==> src/rtl/bram_port_arbiter.sv <==
// bram_port_arbiter: shares BRAM port A between the CPU (c) and peripheral (p) requesters,
// CPU-priority with a starvation bound, and steers the 1-cycle read return to the issuer.
module bram_port_arbiter #(
    parameter int ADDR_W       = 16,
    parameter int DATA_W       = 16,
    parameter int STARVE_LIMIT = 3
) (
    input  logic              clk,
    input  logic              rst,
    input  logic              c_req,
    input  logic              c_we,
    input  logic [ADDR_W-1:0] c_addr,
    input  logic [DATA_W-1:0] c_wdata,
    output logic              c_gnt,
    output logic              c_rvalid,
    output logic [DATA_W-1:0] c_rdata,
    input  logic              p_req,
    input  logic              p_we,
    input  logic [ADDR_W-1:0] p_addr,
    input  logic [DATA_W-1:0] p_wdata,
    output logic              p_gnt,
    output logic              p_rvalid,
    output logic [DATA_W-1:0] p_rdata,
    output logic [ADDR_W-1:0] mem_addr,
    output logic [DATA_W-1:0] mem_data,
    output logic              mem_we,
    input  logic [DATA_W-1:0] mem_q,
    output logic [3:0]        starve_cnt
);
    typedef enum logic {OWN_C = 1'b0, OWN_P = 1'b1} owner_e;

    localparam logic [3:0] LIMIT = 4'(STARVE_LIMIT);

    logic [3:0] starve_cnt_q, starve_cnt_d;
    logic       rd_pend_q, rd_pend_d;
    owner_e     owner_q, owner_d;
    logic       force_p;

    always_comb begin
        force_p      = p_req & (starve_cnt_q >= LIMIT);
        // grants are suppressed while reset is held so nothing reaches the BRAM
        p_gnt        = rst & p_req & (~c_req | force_p);
        c_gnt        = rst & c_req & ~p_gnt;
        mem_addr     = p_gnt ? p_addr : c_addr;
        mem_data     = p_gnt ? p_wdata : c_wdata;
        mem_we       = p_gnt ? p_we : (c_gnt & c_we);
        rd_pend_d    = (p_gnt & ~p_we) | (c_gnt & ~c_we);
        owner_d      = p_gnt ? OWN_P : (c_gnt ? OWN_C : owner_q);
        starve_cnt_d = (~p_req | p_gnt) ? 4'd0
                     : (starve_cnt_q >= LIMIT ? LIMIT : starve_cnt_q + 4'd1);
    end

    always_ff @(posedge clk or negedge rst) begin
        if (!rst) begin
            starve_cnt_q <= 4'd0;
            rd_pend_q    <= 1'b0;
            owner_q      <= OWN_C;
        end else begin
            starve_cnt_q <= starve_cnt_d;
            rd_pend_q    <= rd_pend_d;
            owner_q      <= owner_d;
        end
    end

    assign c_rvalid   = rd_pend_q & (owner_q == OWN_C);
    assign p_rvalid   = rd_pend_q & (owner_q == OWN_P);
    assign c_rdata    = mem_q;
    assign p_rdata    = mem_q;
    assign starve_cnt = starve_cnt_q;

    a_one_grant: assert property (@(posedge clk) disable iff (!rst) !(c_gnt && p_gnt));
endmodule
==> config.mk <==
export PLATFORM = sky130hd
export DESIGN_NAME = bram_port_arbiter
export DESIGN_NICKNAME = d
export VERILOG_FILES = /design/src/rtl/bram_port_arbiter.sv
export SDC_FILE = /design/constraint.sdc
export NUM_CORES = 1
export LEC_CHECK = 0
export CORE_ASPECT_RATIO = 0.75
export CORE_MARGIN = 3
export CORE_UTILIZATION = 21
export CTS_CLUSTER_DIAMETER = 60
export DETAILED_ROUTE_END_ITERATION = 6
export PLACE_DENSITY = 0.92
export SYNTH_ARGS = -nofsm -noshare
export SYNTH_HDL_FRONTEND = slang
export SYNTH_SLANG_ARGS = --single-unit
==> constraint.sdc <==
create_clock -name clk -period 2.4 [get_ports clk]
set_clock_uncertainty 0.05 [all_clocks]
set_input_delay 0.36 -clock clk [delete_from_list [all_inputs] [get_ports clk]]
set_output_delay 0.36 -clock clk [all_outputs]
set_load 0.03 [all_outputs]
==> summary by stage <==
Outcome
The run finished with clean final reports.

Clock network
The CTS H-tree depth is 1. The clock drives 6 sinks. The buffers inserted during post-CTS setup optimization is 0. Clock-pin slew was measured on the worst setup and hold paths at about 40 ps.

In this run the deepest clock path goes through 2 buffers. The TritonCTS clock tree is yes. The buffer cell driving the clock tree root is clkbuf_8.

The latest clock arrival within the worst-skew pair is roughly 220 ps. The number of clock buffers inserted by TritonCTS is 3.

Floorplanning
about 160 I/O pins were placed. Row generation in the floorplan step produced 20 rows. Measured along the y axis, the die boundary spans 63.4 um. The initial core utilization is between 20 and 25%.

The die covers around 0.0052 mm^2. The area of the placeable core is 0.00413 mm^2. The floorplan die width is between 80 and 90 um.

Setup path
Data on the critical path is required at its endpoint by about 2000 ps. The family of cells with the greatest summed delay on the critical path is buffers and inverters. The nature of the critical path endpoint is an output pin.

The signal on the critical path passes through clkdlybuf4s50_1, nand2_2, a21oi_4, buf_12, mux2_2, clkdlybuf4s15_2. The data arrival time of the critical path is approximately 2000 ps. The slowest cell on the critical path is clkdlybuf4s50_1.

The setup path with the least slack is of type in -> out. The maximum net fanout on the critical path is 24. On the worst path, the slowest cell contributes a delay of roughly 510 ps.

The number of buffers and inverters on the critical path is 3. The startpoint class of the critical path is a primary input.

Routing
The average wire per standard cell is around 14 um. The detailed router placed 953 vias in this run. After detailed routing, the total wire length is around 3.2 mm. The average vias per placed instance is 4.13. The residual DRC count is 0. The count of routing violations after the opening detailed-route iteration is 11.

The number of nets with antenna violations after detailed routing is 0. The detailed-router iteration count before antenna repair is 2.

Timing
The max-slew violation total from the final report is 0. The shortest clock period the worst path allows after layout is around 2400 ps. Setup repair after global routing could not meet its margin everywhere.

Once routing completed, OpenROAD measured the worst setup slack at 16.6 ps. On the final layout, the worst hold slack is approximately 440 ps. The maximum clock frequency is around 420 MHz. The final setup violation count is 0. The total count of hold-check failures in the final report is 0. After layout, the worst path uses roughly 99% of the clock period.

Logic synthesis
The dominant combinational cell family by area after synthesis is multiplexers. The primary flip-flop cell chosen by synthesis mapping is dfrtp_1. In the synthesized netlist the async set-or-reset flop fraction comes to 100%. The count of synthesis-stage warnings from yosys is 0.

Summing the areas of all compound-gate instances in the mapped netlist gives under 10% of the synthesized area. Of all cell types, the one taking the most synthesized area is mux2_2. The number of storage elements in the synthesis netlist is 6. Of the total synthesized cell area, the portion taken by XOR and XNOR cells is 0%.

The proportion of synthesized area in mux cells is between 40% and 50%. In the synthesized netlist, the cells that appear most often are buf_4, mux2_2, dfrtp_1. The portion of synthesized cell area occupied by the leading cell type is 35.5%. The post-synthesis cell area is around 920 um^2. The mean area per synthesized cell is roughly 10 um^2. The count of mapped cells out of synthesis is about 90. The number of flops mapped to enable cells by yosys is 0. The dominant cell by count in the synthesized netlist is buf_4. Sequential elements use 16.3% of the synthesized area. Of the total synthesized cell area, the portion taken by full adders, half adders and majority gates is under 10%. The simple-gate portion of the synthesized area is 6.25%.

After synthesis, the netlist uses 22 different library cells. In the post-synthesis netlist, the biggest area contributors are mux2_2, buf_4, dfrtp_1.

Power and ir drop
The total leakage power is 0.785 nW. Of the total power, the share spent switching nets is approximately a third. The power share of the combinational group is 61.0%. The clock share of power is around 22%. The power share of the sequential group is 17.0%.

The total design power is approximately 0.00068 W. IR analysis of the VDD net gives a maximum drop of between 0.15 and 0.2 mV. The internal power is between 0.0004 and 0.0005 W. The power density normalized to cell area is between 300 and 400 mW/mm^2. The switching power summed over all nets is ~0.00023 W.

Global route
The number of global-route vias before repair is 1030. Global routing consumed, over all layers together, between 10% and 20% of the routing resources. Entering global routing, the biggest net connects 25 pins. The first global-routing pass estimated around 4.8 mm of wire. The number of antenna violations at the first check in global routing is 0.

The total global routing overflow is 0.

Cells and area
Fill cells in the final layout number ~400. Summing all non-filler instances in the final layout gives an area of 0.00194 mm^2. The number of nets in the layout is between 200 and 300. The finished layout holds between 200 and 250 standard cells, fillers aside. The relative area change from synthesis to final layout is 111%. The share of post-route cells with drive strength above 1 is 46.0%. The count of inserted antenna diode cells is 0.

Hold path
The class of the tightest hold or removal check is reg -> reg.

Placement
During placement, the flow inserted port buffers numbering 110. Once placement completed, the tool counted placed cells totaling between 200 and 250. The routability-driven placement congestion ratio is between 0.7 and 0.8. The estimated wirelength of the detail-placed design is 2.72 mm. The instance area at placement is between 0.0015 and 0.002 mm^2. The worst setup slack after placement is -283 ps.

Run
Across the run, the number of max-cap violations was 0.
[flip-flops by register name (all words and copies together) (netlist names)]
register and flops:
rd_pend_q 1, owner_q 1, starve_cnt 4
[worst register-to-register path, stage by stage (launching register included)]
cell,delay (ps)
dfrtp_1,380
ha_1,260
nor3_4,250
a21oi_4,100
buf_6,150
buf_6,140
a211oi_1,220
[cell type report]
type | instances | area, um^2 | area share (%)
clock buffers | 3 | 41.3 | 2.13
inverters | 1 | 3.75 | 0.193
multi-input cells | 50 | 514 | 26.5
flip-flops and latches | 6 | 150 | 7.73
well taps | 55 | 68.8 | 3.54
repair buffers | 116 | 1160 | 59.9
[power by group through the flow]
stage	combinational (W)	clock [W]	sequential (W)
after detailed placement	0.000427	0	0.000116
after floorplan	0.000288	0	0.000124
after global placement	0.000423	0	0.000115
final	0.000412	0.000149	0.000115
after CTS	0.000417	0.000153	0.000115
after global routing	0.000435	0.000165	0.000117
[worst paths after layout]
| check | slack [ps] | cells past startpoint | to | from |
|---|---|---|---|---|
| min in group asynchronous | 450 | 2 | starve_cnt[0] | rst |
| max reg2reg | 760 | 6 | starve_cnt[0] | starve_cnt[0] |
| min | 440 | 1 | owner_q | owner_q |
| max in group asynchronous | 1720 | 2 | owner_q | rst |
| min reg2reg | 440 | 1 | owner_q | owner_q |
| max | 20 | 6 | mem_addr[8] | rst |
[cell families (layout without fill, tap and decap cells)]
family,count (synthesis),count (layout)
other,1,2
flip-flops,6,6
multiplexers,34,34
AO/OA/AOI/OAI,3,3
buffers and inverters,37,120
adder cells (fa/ha/maj),1,1
AND/OR/NAND/NOR,10,10
[cells in the final DEF (no fill, tap or decap), types with 2 or more instances in the layout]
master / n
buf_4: 7
clkbuf_8: 3
clkdlybuf4s50_1: 75
conb_1: 2
dfrtp_1: 6
clkdlybuf4s15_2: 26
mux2_4: 4
buf_6: 2
buf_2: 4
mux2_2: 29
[metal layers]
layer	vias up	part of all wire (%)	global-route usage [%]
li1	450	-	-
met1	436	33	11.8
met2	59	54	21.7
met3	8	11	4.00
met4	0	2.5	4.98
met5	-	0	0
[what timing repair did]
action,4_1_cts,5_1_grt
endpoints found under the setup margin,32,30
hold buffers,0,0
pin swaps,0,0
resized for setup,93,12
[stage by stage]
stage,setup TNS (ps),util (%)
after floorplan,0,-
after global placement,-7400,45.5
after detailed placement,-8140,45.5
after CTS,-57.5,47.5
after global routing,-227,47.0
final,0,47.0
No activity file was read; power rests on OpenSTA's default activity.
